==> src/rtl/pipe_pkg.sv <==
// rtl/pipe_pkg.sv - shared encodings for the rv32i pipeline sequencer
package pipe_pkg;

   typedef enum logic [1:0] {
      RUN      = 2'd0,
      MEM_WAIT = 2'd1,
      ERR      = 2'd2
   } state_e;

   localparam logic MEM_SEL_FETCH = 1'b0;
   localparam logic MEM_SEL_DATA  = 1'b1;

   localparam int RF_AW_DEF = 5;

endpackage

==> src/rtl/hazard_detect.sv <==
// rtl/hazard_detect.sv - load-use hazard compare between EX load and ID sources
module hazard_detect
   import pipe_pkg::*;
#(
   parameter int RF_AW = RF_AW_DEF
) (
   input  logic [RF_AW-1:0] id_rs1,
   input  logic [RF_AW-1:0] id_rs2,
   input  logic [RF_AW-1:0] ex_rd,
   input  logic             ex_mem_read,
   output logic             lu_stall
);

   // x0 is hardwired zero, so a load targeting it never creates a dependency
   assign lu_stall = ex_mem_read && (ex_rd != '0) &&
                     ((ex_rd == id_rs1) || (ex_rd == id_rs2));

endmodule

==> src/rtl/pipeline_sequencer.sv <==
// rtl/pipeline_sequencer.sv - hazard, memory-arbitration and flush/stall control
module pipeline_sequencer
   import pipe_pkg::*;
#(
   parameter int RF_AW    = RF_AW_DEF,
   parameter int MAX_WAIT = 15,
   parameter int CNT_W    = 32
) (
   input  logic             clk,
   input  logic             rst,
   input  logic [RF_AW-1:0] id_rs1,
   input  logic [RF_AW-1:0] id_rs2,
   input  logic [RF_AW-1:0] ex_rd,
   input  logic             ex_mem_read,
   input  logic             ex_branch_taken,
   input  logic             mem_req,
   input  logic             mem_ready,
   output logic             pc_load,
   output logic             ifid_load,
   output logic             idex_load,
   output logic             exmem_load,
   output logic             memwb_load,
   output logic             ifid_flush,
   output logic             idex_flush,
   output logic             mem_sel,
   output logic             err,
   output logic [CNT_W-1:0] stall_cnt,
   output logic [CNT_W-1:0] flush_cnt
);

   localparam int WAIT_W = $clog2(MAX_WAIT + 1);

   state_e            state_q, state_d;
   logic [WAIT_W-1:0] wait_q, wait_d;
   logic [CNT_W-1:0]  stall_cnt_q, stall_cnt_d;
   logic [CNT_W-1:0]  flush_cnt_q, flush_cnt_d;

   logic              lu_stall;
   logic              use_run;
   logic              eff_req;
   logic              eff_ready;
   logic              active;
   logic              flush_evt;
   logic [WAIT_W-1:0] wait_inc;

   hazard_detect #(
      .RF_AW(RF_AW)
   ) u_hazard (
      .id_rs1     (id_rs1),
      .id_rs2     (id_rs2),
      .ex_rd      (ex_rd),
      .ex_mem_read(ex_mem_read),
      .lu_stall   (lu_stall)
   );

   assign wait_inc = wait_q + WAIT_W'(1);

   always_comb begin
      state_d    = state_q;
      wait_d     = wait_q;
      pc_load    = 1'b1;
      ifid_load  = 1'b1;
      idex_load  = 1'b1;
      exmem_load = 1'b1;
      memwb_load = 1'b1;
      ifid_flush = 1'b0;
      idex_flush = 1'b0;
      mem_sel    = MEM_SEL_FETCH;
      use_run    = 1'b0;
      eff_req    = 1'b0;
      eff_ready  = 1'b0;
      active     = 1'b0;
      flush_evt  = 1'b0;

      case (state_q)
         RUN: begin
            active    = 1'b1;
            use_run   = 1'b1;
            eff_req   = mem_req;
            eff_ready = mem_ready;
         end
         MEM_WAIT: begin
            active = 1'b1;
            if (mem_ready) begin
               // Release cycle behaves like a single-cycle data access in RUN
               use_run   = 1'b1;
               eff_req   = 1'b1;
               eff_ready = 1'b1;
               state_d   = RUN;
               wait_d    = '0;
            end else begin
               {pc_load, ifid_load, idex_load, exmem_load, memwb_load} = '0;
               mem_sel = MEM_SEL_DATA;
               wait_d  = wait_inc;
               if (wait_inc == WAIT_W'(MAX_WAIT)) begin
                  state_d = ERR;
               end
            end
         end
         default: begin
            {pc_load, ifid_load, idex_load, exmem_load, memwb_load} = '0;
         end
      endcase

      if (use_run) begin
         if (eff_req && !eff_ready) begin
            {pc_load, ifid_load, idex_load, exmem_load, memwb_load} = '0;
            mem_sel = MEM_SEL_DATA;
            state_d = MEM_WAIT;
            wait_d  = WAIT_W'(1);
         end else begin
            mem_sel = eff_req ? MEM_SEL_DATA : MEM_SEL_FETCH;
            if (ex_branch_taken) begin
               ifid_flush = 1'b1;
               idex_flush = 1'b1;
               flush_evt  = 1'b1;
            end else if (lu_stall) begin
               // IF/ID holds the dependent instruction; a bubble goes into EX
               pc_load    = 1'b0;
               ifid_load  = 1'b0;
               idex_flush = 1'b1;
            end else if (eff_req) begin
               pc_load    = 1'b0;
               ifid_flush = 1'b1;
            end
         end
      end

      if (rst) begin
         {pc_load, ifid_load, idex_load, exmem_load, memwb_load} = '0;
         ifid_flush = 1'b1;
         idex_flush = 1'b1;
         mem_sel    = MEM_SEL_FETCH;
         state_d    = RUN;
         wait_d     = '0;
         active     = 1'b0;
         flush_evt  = 1'b0;
      end

      stall_cnt_d = stall_cnt_q;
      if (active && !pc_load && (stall_cnt_q != '1)) begin
         stall_cnt_d = stall_cnt_q + CNT_W'(1);
      end
      flush_cnt_d = flush_cnt_q;
      if (flush_evt && (flush_cnt_q != '1)) begin
         flush_cnt_d = flush_cnt_q + CNT_W'(1);
      end
   end

   always_ff @(posedge clk) begin
      if (rst) begin
         state_q     <= RUN;
         wait_q      <= '0;
         stall_cnt_q <= '0;
         flush_cnt_q <= '0;
      end else begin
         state_q     <= state_d;
         wait_q      <= wait_d;
         stall_cnt_q <= stall_cnt_d;
         flush_cnt_q <= flush_cnt_d;
      end
   end

   assign err       = !rst && (state_q == ERR);
   assign stall_cnt = stall_cnt_q;
   assign flush_cnt = flush_cnt_q;

endmodule

==> config.mk <==
export PLATFORM = sky130hd
export DESIGN_NAME = pipeline_sequencer
export DESIGN_NICKNAME = d
export VERILOG_FILES = /design/src/rtl/pipe_pkg.sv /design/src/rtl/hazard_detect.sv /design/src/rtl/pipeline_sequencer.sv
export SDC_FILE = /design/constraint.sdc
export NUM_CORES = 1
export LEC_CHECK = 0
export ABC_AREA = 1
export ABC_CLOCK_PERIOD_IN_PS = 2000
export BUFFER_PORTS_ARGS = -buffer_cell sky130_fd_sc_hd__buf_2
export CELL_PAD_IN_SITES_DETAIL_PLACEMENT = 0
export CELL_PAD_IN_SITES_GLOBAL_PLACEMENT = 2
export CORE_MARGIN = 2
export CORE_UTILIZATION = 29
export CTS_CLUSTER_DIAMETER = 200
export DETAILED_ROUTE_END_ITERATION = 7
export GPL_ROUTABILITY_DRIVEN = 0
export PLACE_DENSITY = 0.85
export SYNTH_ARGS = -nofsm -noshare
export SYNTH_HDL_FRONTEND = slang
export SYNTH_HIERARCHICAL = 1
export SYNTH_SLANG_ARGS = --single-unit
==> constraint.sdc <==
create_clock -name clk -period 2 [get_ports clk]
set_input_delay 0.5 -clock clk [delete_from_list [all_inputs] [get_ports clk]]
set_output_delay 0.5 -clock clk [all_outputs]
set_load 0.1 [all_outputs]
Word-level counts from Yosys, hierarchy flattened --
Index checks and enable logic that the tools add are counted.
Storage, ports and cells: flip-flop bits (word level) 70, input port bits 21, output and inout port bits 73
Cells by class: add/subtract/negate cells 3, equal/unequal tests 7, mux-type cells 49, reductions and logical operators 14
Operators with widths (count):
- $add A32 B1 Y32 const B | 2
- $ne A32 B32 Y1 const B | 2
- $mux W1 | 37
- $mux W4 | 4
- $eq A5 B5 Y1 | 2
- $mux W2 | 5
- $logic_and A1 B1 Y1 | 7
- $pmux W1 S2 | 3
- $reduce_bool A5 Y1 | 1
- $add A4 B1 Y4 const B | 1
- $eq A4 B4 Y1 const B | 1
- $logic_not A1 Y1 | 3
- $eq A2 B1 Y1 const B | 1
- $eq A2 B2 Y1 const B | 1
- $logic_not A2 Y1 | 1
- $reduce_or A2 Y1 | 1
- $logic_or A1 B1 Y1 | 1

Logic depth before layout (Yosys ltp) --
Gate-level depths: netlist (run 1).
depth after elaboration 11, depth in mapped cells 14, mapped depth without buffers 13

Cells and area by module --
Netlist (run 1), hierarchy kept.
Modules (own cells, without submodules):
- pipeline_sequencer | times used 1, cells each 766, area each 4723.3 µm², sequential area each 1401.3 µm²
- hazard_detect | times used 1, cells each 45, area each 195.2 µm², sequential area each 0.0 µm²

Least setup slack after synthesis (run 1) --
No wires, ideal clock.
path type input to output, start input id_rs1[2], end output idex_flush, arrival time 3.089 ns, data required time 1.500 ns, setup slack -1.589 ns, stages on the path 8, buffers on the path 0, cell sequence inv_1 > nand2_1 > nand2_1 > nor2_1 > nand3_1 > a21oi_2 > nor2_1 > o21ai_0
Between the ends: cells in the longest elaborated chain, start to end 8
RTL lines:
- from (decl) | line pipeline_sequencer.sv:11 | input logic [RF_AW-1:0] id_rs1,
- $eq A5 B5 Y1 | line hazard_detect.sv:16 | ((ex_rd == id_rs1) || (ex_rd == id_rs2));
- $logic_or A1 B1 Y1 | line hazard_detect.sv:16
- $logic_and A1 B1 Y1 | line hazard_detect.sv:15 | assign lu_stall = ex_mem_read && (ex_rd != '0) &&
- via lu_stall | line pipeline_sequencer.sv:38 | logic lu_stall;
- $mux W1 | line pipeline_sequencer.sv:117 | end else if (lu_stall) begin
- $mux W1 | line pipeline_sequencer.sv:113 | if (ex_branch_taken) begin
- $mux W1 | line pipeline_sequencer.sv:106 | if (eff_req && !eff_ready) begin
- $mux W1 | line pipeline_sequencer.sv:105 | if (use_run) begin
- $mux W1 | line pipeline_sequencer.sv:129 | if (rst) begin
- to (decl) | line pipeline_sequencer.sv:24 | output logic idex_flush,
The timed path passes the listed nets, and every way through them passes these cells.

Worst setup path in the final report (run 1) --
start input ex_rd[1], end output ifid_flush
Between the ends: cells in the longest elaborated chain, start to end 8
RTL lines:
- from (decl) | line pipeline_sequencer.sv:13 | input logic [RF_AW-1:0] ex_rd,
- $eq A5 B5 Y1 or $reduce_bool A5 Y1 (tied branches) | line hazard_detect.sv:16, hazard_detect.sv:15
- $logic_or A1 B1 Y1 or $logic_and A1 B1 Y1 (tied branches) | line hazard_detect.sv:16, hazard_detect.sv:15
- $logic_and A1 B1 Y1 * | line hazard_detect.sv:15
- via lu_stall | line pipeline_sequencer.sv:38
- $mux W1 * | line pipeline_sequencer.sv:117
- $mux W1 * | line pipeline_sequencer.sv:113
- $mux W1 * | line pipeline_sequencer.sv:106
- $mux W1 * | line pipeline_sequencer.sv:105
- $mux W1 * | line pipeline_sequencer.sv:129
- to (decl) | line pipeline_sequencer.sv:23 | output logic ifid_flush,
Mark *: on every way through the listed nets, which the timed path passes. The rest lies on a longest branch.

==> results of run 1 <==
## cell usage in the layout (no fill, tap or decap), types with 8 or more instances in the layout
cell type / n
xor2_1: 25
nand3_1: 36
buf_12: 14
buf_6: 8
buf_2: 76
a21oi_1: 35
inv_1: 61
nand2_1: 282
xnor2_1: 9
nor2_1: 126
nand3_2: 24
a21oi_2: 26
nand2_2: 26
dfxtp_2: 59
buf_4: 31
clkbuf_16: 10
nand4_1: 9
## flip-flops by register name, indices dropped and copies added (netlist names)
register,count
flush_cnt,32
state_q,2
wait_q,4
stall_cnt,32
## cell families after synthesis
group / Yosys count / synth area share (%)
buffers and inverters: 94 / 8.45
adders and majority gates: 4 / 1.02
AOI/OAI and AO/OA: 75 / 9.82
xor gates and xnor gates: 34 / 6.05
DFF: 70 / 28.5
and+or+nand+nor: 534 / 46.2
## how the worst max path moves through the flow
stage | startpoint | to | slack [ns]
6_report | ex_rd[1] | ifid_flush | -0.12
5_1_grt | ex_rd[4] | pc_load | -0.23
4_1_cts | id_rs2[0] | pc_load | -0.21
3_5_place_dp | ex_rd[0] | ifid_flush | -0.28
3_3_place_gp | ex_rd[4] | ifid_flush | -0.27
2_1_floorplan | id_rs2[0] | ifid_load | -0.14
## cell type report
class                           instances  area, sq um  area share [%]
Clock inverter                          5          103            1.53
Multi-Input combinational cell        647         3300            49.2
Sequential cell                        70         1490            22.2
Inverter                               71          282            4.19
Clock buffer                           11          264            3.93
Tap cell                              220          275            4.10
Timing Repair Buffer                  130          998            14.9
## cell usage after synthesis, drive strengths merged, types with 2 or more instances
cell type,n
a21oi,62
a22oi,2
buf,18
clkbuf,5
dfxtp,70
ha,4
inv,71
nand2,312
nand3,61
nand3b,6
nand4,9
nor2,139
nor3,6
o21ai,9
xnor2,9
xor2,25
## worst reg2reg max path, cell delays in order, from the launching register on
cell and delay [ns]:
dfxtp_2 0.34, inv_1 0.13, nand2_1 0.11, nor2_1 0.17
nand2_1 0.13, inv_1 0.12, nor2_4 0.06, buf_4 0.14
nor2_4 0.09, buf_12 0.21, nand3_1 0.12, a21oi_1 0.12
## metrics by stage
stage	hold slack, ns	total power (W)	setup slack, ns	instance area [sq um]	TNS, ns
detailed placement	0.473	0.00198	-0.278	6230	-4.12
global placement	0.472	0.00198	-0.273	6230	-3.49
floorplan	0.456	0.00181	-0.144	5240	-2.41
finish	0.476	0.00393	-0.118	6720	-0.440
global route	0.501	0.00408	-0.228	6720	-0.902
CTS	0.481	0.00398	-0.205	6650	-0.729
## routing by layer
layer,GRT usage (%),vias to the layer above
met1,24.5,2377
met3,3.29,8
met5,0,-
met2,27.9,93
li1,-,2784
met4,4.04,0
## report_power, final
part	internal (W)	total (W)	switching (W)
clock	0.00133	0.00197	0.000642
sequential	0.00140	0.00141	0.0000128
combinational	0.000191	0.000550	0.000359
## what timing repair did
| action | in CTS | in global routing |
|---|---|---|
| setup endpoints to repair | 7 | 14 |
| buffers inserted | 0 | 2 |
| gates resized for setup | 18 | 13 |
| hold buffers | 0 | 0 |
| pin swaps | 9 | 15 |
==> impl_metrics.yaml, run 1 <==
synthesis:
  syn_inst: 811
  syn-cell-area_sq_um: 4920
  synth_cell_type_count: 34
  seq_area_frac_synth_pct: 28.5
  ys_warn_count: 6
  synth_top_area_cell: "dfxtp_1"
  async_flop_share_pct: 0
  avgSynthCellArea_sq_um: 6.06
  post-synth-top-area-fraction_pct: 28.5
  synth_edf_count: 0
  synthTopCellsByArea: "dfxtp_1, nand2_1, nor2_1"
  ys_seq_elements: 70
  synth_fp_nets: 836
  ys.flop_type: "dfxtp_1"
setup_path:
  worstReg2RegStart: "state_q[1]"
  rrSetupSlack_ns: 0.17
  crit_chain: "buf_6, nand2_1, nand2_1, nor2_1, nand3_1, a21oi_2, nand2_1, nand2_1, nor2_2, o21ai_2, nand2_4, buf_12"
  critical_path_buf_inv_count: 2
  critical-path-max-stage-delay_ns: 0.19
  endpoint_kind: "output pin"
  reg2reg_depth: 11
  crit_type: "primary input to output pin"
  cp.arrival_ns: 1.62
  cp_num_cells: 12
  path_common_cell: "nand2_1"
  cp_top_family: "simple AND/OR/NAND/NOR gates"
  crit_required_ns: 1.50
  slowest_stage: "a21oi_2"
  cp_max_fo: 3
  timing.rr.end: "stall_cnt[22]"
  crit_path_start_kind: "primary input"
cells_and_area:
  drive_gt1_share_pct: 34.2
  synthToLayoutAreaGrowth_pct: 36.6
  n_fill_cell: 1835
  insertedDiodeCount: 0
  final_core_util_pct: 40.5
  stdcell_count: 1154
  fin_nets: 954
routing:
  route.detailed.drc: 0
  wl_met3_um: 562
  dr.pass1.iters: 6
  ant_nets: 0
  wire_per_inst_um: 13.3
  routed_via_density: 4.56
  routed_wirelength_mm: 15.3
  drt_iter0_drc: 231
  wl_met2_mm: 6.90
  route.layer.met1.wl_mm: 7.76
  vias: 5262
  topRoutingLayerUsed: "met4"
grt:
  grt_pass1_wl_mm: 25.4
  grt.total_usage_pct: 17.5
  first_global_vias: 4903
  antenna_found_initial: 0
  grt_max_degree: 41
  overflow: 0
min_path:
  worstHoldPathType: "register to register"
  hold_start: "wait_q[3]"
  min_path_cells: 2
  holdPathEnd: "wait_q[3]"
clocking:
  cts_root_buf: "clkbuf_16"
  cts.htree.levels: 3
  path_clk_slew_ns: 0.05
  cts_buffers: 9
  cts_tree: "done"
  clockBufferDepth: 2
  cts_num_sinks: 70
  clk_latency_ns: 0.34
sta:
  fmax_mhz: 472
  fin_crit_ns: 2.12
  period_share_pct: 106
  finalHoldViolCount: 0
  setup_viol: 4
  layout_setup_ws_ns: -0.118
  drv_slew: 0
  skew_ns: 0.00862
  max_slew_margin_pct: 64.9
  tightest_slew_ns: 0.527
  rsz0062_at_grt: "true"
power:
  ir_drop_uv: 413
  p_per_area_nw_per_um2: 585
  power_leakage_nw: 2.68
floorplan:
  num_rows: 47
  core-area_sq_um: 16600
  die_height_um: 134
  io_pins: 94
  start_util_pct: 29.7
  die-area_sq_um: 18000
  die_x_um: 134
status:
  status: "finished, violations left"
  failed_checks: "negative setup slack"
flow_run:
  drv_cap: 0
placed_design:
  portBuffers: 93
  placed_cells: 1136
  hpwlAfterDp_mm: 12.1
No activity file was read; power rests on OpenSTA's default activity.
==> run 2, diff against run 1 <==
- PLACE_DENSITY: 0.85 -> 0.84
- SYNTH_HIERARCHICAL: 1 -> default
==> impl_metrics.yaml, run 2 <==
status:
  status: "finished, violations left"
  failed_checks: "negative setup slack"
sta:
  skew_ns: 0.00918
  max_slew_margin_pct: 66.6
  setup_viol: 7
  drv_slew: 0
  rsz0062_at_grt: "true"
  finalHoldViolCount: 0
  tightest_slew_ns: 0.498
  layout_setup_ws_ns: -0.121
  fmax_mhz: 471
  fin_crit_ns: 2.12
  period_share_pct: 106
cells_and_area:
  drive_gt1_share_pct: 34.3
  final_common_cell: "nand2_1"
  insertedDiodeCount: 0
  synthToLayoutAreaGrowth_pct: 36.2
  stdcell_count: 1061
  final_cell_mix: "nand2_1, nor2_1, buf_2, dfxtp_2, nand3_1"
  stdcell_area_sq_um: 6340
  fin_nets: 865
clocking:
  cts_tree: "done"
  clockBufferDepth: 2
  cts_buffers: 9
  path_clk_slew_ns: 0.06
  cts.htree.levels: 3
  clk_latency_ns: 0.35
  cts_num_sinks: 70
  cts_root_buf: "clkbuf_16"
synthesis:
  synth_top_area_cell: "dfxtp_1"
  synth_cell_type_count: 36
  avgSynthCellArea_sq_um: 6.41
  synth_common_cells: "nand2_1, nor2_1, dfxtp_1, inv_1, nand3_1"
  synth_fp_nets: 751
  post-synth-top-area-fraction_pct: 30.1
  ys_warn_count: 0
  seq_area_frac_synth_pct: 30.1
  ys_seq_elements: 70
  synthTopCellsByArea: "dfxtp_1, nand2_1, nor2_1"
  synth_most_common_cell: "nand2_1"
  synth_edf_count: 0
  async_flop_share_pct: 0
  syn_inst: 726
  syn-cell-area_sq_um: 4650
  ys.flop_type: "dfxtp_1"
routing:
  routed_wirelength_mm: 14.6
  ant_nets: 0
  wire_per_inst_um: 13.8
  vias: 4985
  routed_via_density: 4.70
  route.detailed.drc: 0
  dr.pass1.iters: 4
  drt_iter0_drc: 210
setup_path:
  endpoint_kind: "output pin"
  cp_max_fo: 3
  cp.arrival_ns: 1.62
  reg2reg_depth: 12
  crit_type: "primary input to output pin"
  crit_path_start_kind: "primary input"
  crit_required_ns: 1.50
floorplan:
  core-area_sq_um: 15800
  die-area_sq_um: 17100
  num_rows: 46
  io_pins: 94
  die_x_um: 131
  die_height_um: 131
  start_util_pct: 29.5
grt:
  first_global_vias: 4856
  overflow: 0
  grt.total_usage_pct: 17.7
  antenna_found_initial: 0
  grt_max_degree: 24
  grt_pass1_wl_mm: 23.9
placed_design:
  place_ws_ns: -0.192
  placed_cells: 1040
  portBuffers: 93
  dpl_cell_area_sq_um: 5790
  hpwlAfterDp_mm: 11.3
flow_run:
  drv_cap: 0
power:
  p_per_area_nw_per_um2: 573
  power_leakage_nw: 2.52
  ir_drop_uv: 410
  total_power_w: 0.00363
min_path:
  min_path_cells: 1
  worstHoldPathType: "register to register"
## run 2: layout make-up
| class | instances | area (sq um) |
|---|---|---|
| inverters | 66 | 275 |
| well taps | 216 | 270 |
| clock inverters | 7 | 75.1 |
| flip-flops and latches | 70 | 1490 |
| multi-input cells | 566 | 3010 |
| clock buffers | 9 | 225 |
| fillers | 1726 | 9430 |
| repair buffers | 127 | 992 |
## run 2: through the flow
step	TNS, ns	hold WS, ns	utilization (%)
floorplan	-2.91	0.456	-
global placement	-1.89	0.439	36.7
detailed placement	-4.48	0.455	36.7
CTS	-0.540	0.465	39.0
global route	-0.846	0.480	40.2
finish	-0.355	0.461	40.2
## run 2: power by group
group	switching (W)	total (W)	internal [W]	leakage, nW
logic	0.000371	0.000574	0.000204	1.78
clock network	0.000676	0.00164	0.000967	0.138
registers	0.0000127	0.00141	0.00140	0.598
total	0.00106	0.00363	0.00257	2.52
## run 2: per-layer routing
layer	vias up	share of wire [%]	track usage (%)
met5	-	0	0
met2	118	48	29.7
met4	0	1.8	6.76
met3	19	5.0	3.42
met1	2311	45	22.5
li1	2537	-	-
## run 2: kinds of logic after synthesis
family / count (synthesis) / synth area share (%)
buffers and inverters: 90 / 8.66
flip-flops: 70 / 30.1
AO/OA/AOI/OAI: 78 / 9.60
XOR/XNOR: 50 / 9.41
AND/OR/NAND/NOR: 434 / 41.2
adder cells (fa/ha/maj): 4 / 1.08
## run 2: final timing paths
kind / start / to / slack (ns)
max: ex_rd[2] / ifid_flush / -0.12
min: flush_cnt[0] / flush_cnt[0] / 0.46
max reg2reg: stall_cnt[0] / stall_cnt[5] / 0.17
min reg2reg: flush_cnt[0] / flush_cnt[0] / 0.46
## run 2: critical path: stages
cell     delay (ns)
buf_4          0.13
inv_2          0.05
nand4_1        0.10
o21ai_1        0.13
inv_1          0.11
nand3_4        0.13
inv_2          0.05
o31ai_4        0.21
buf_12         0.21
## run 2: timing repair
action	CTS	global route
setup endpoints to repair	7	37
hold buffers	0	0
resized for setup	20	47
pin swaps	14	22
buffers inserted	2	3
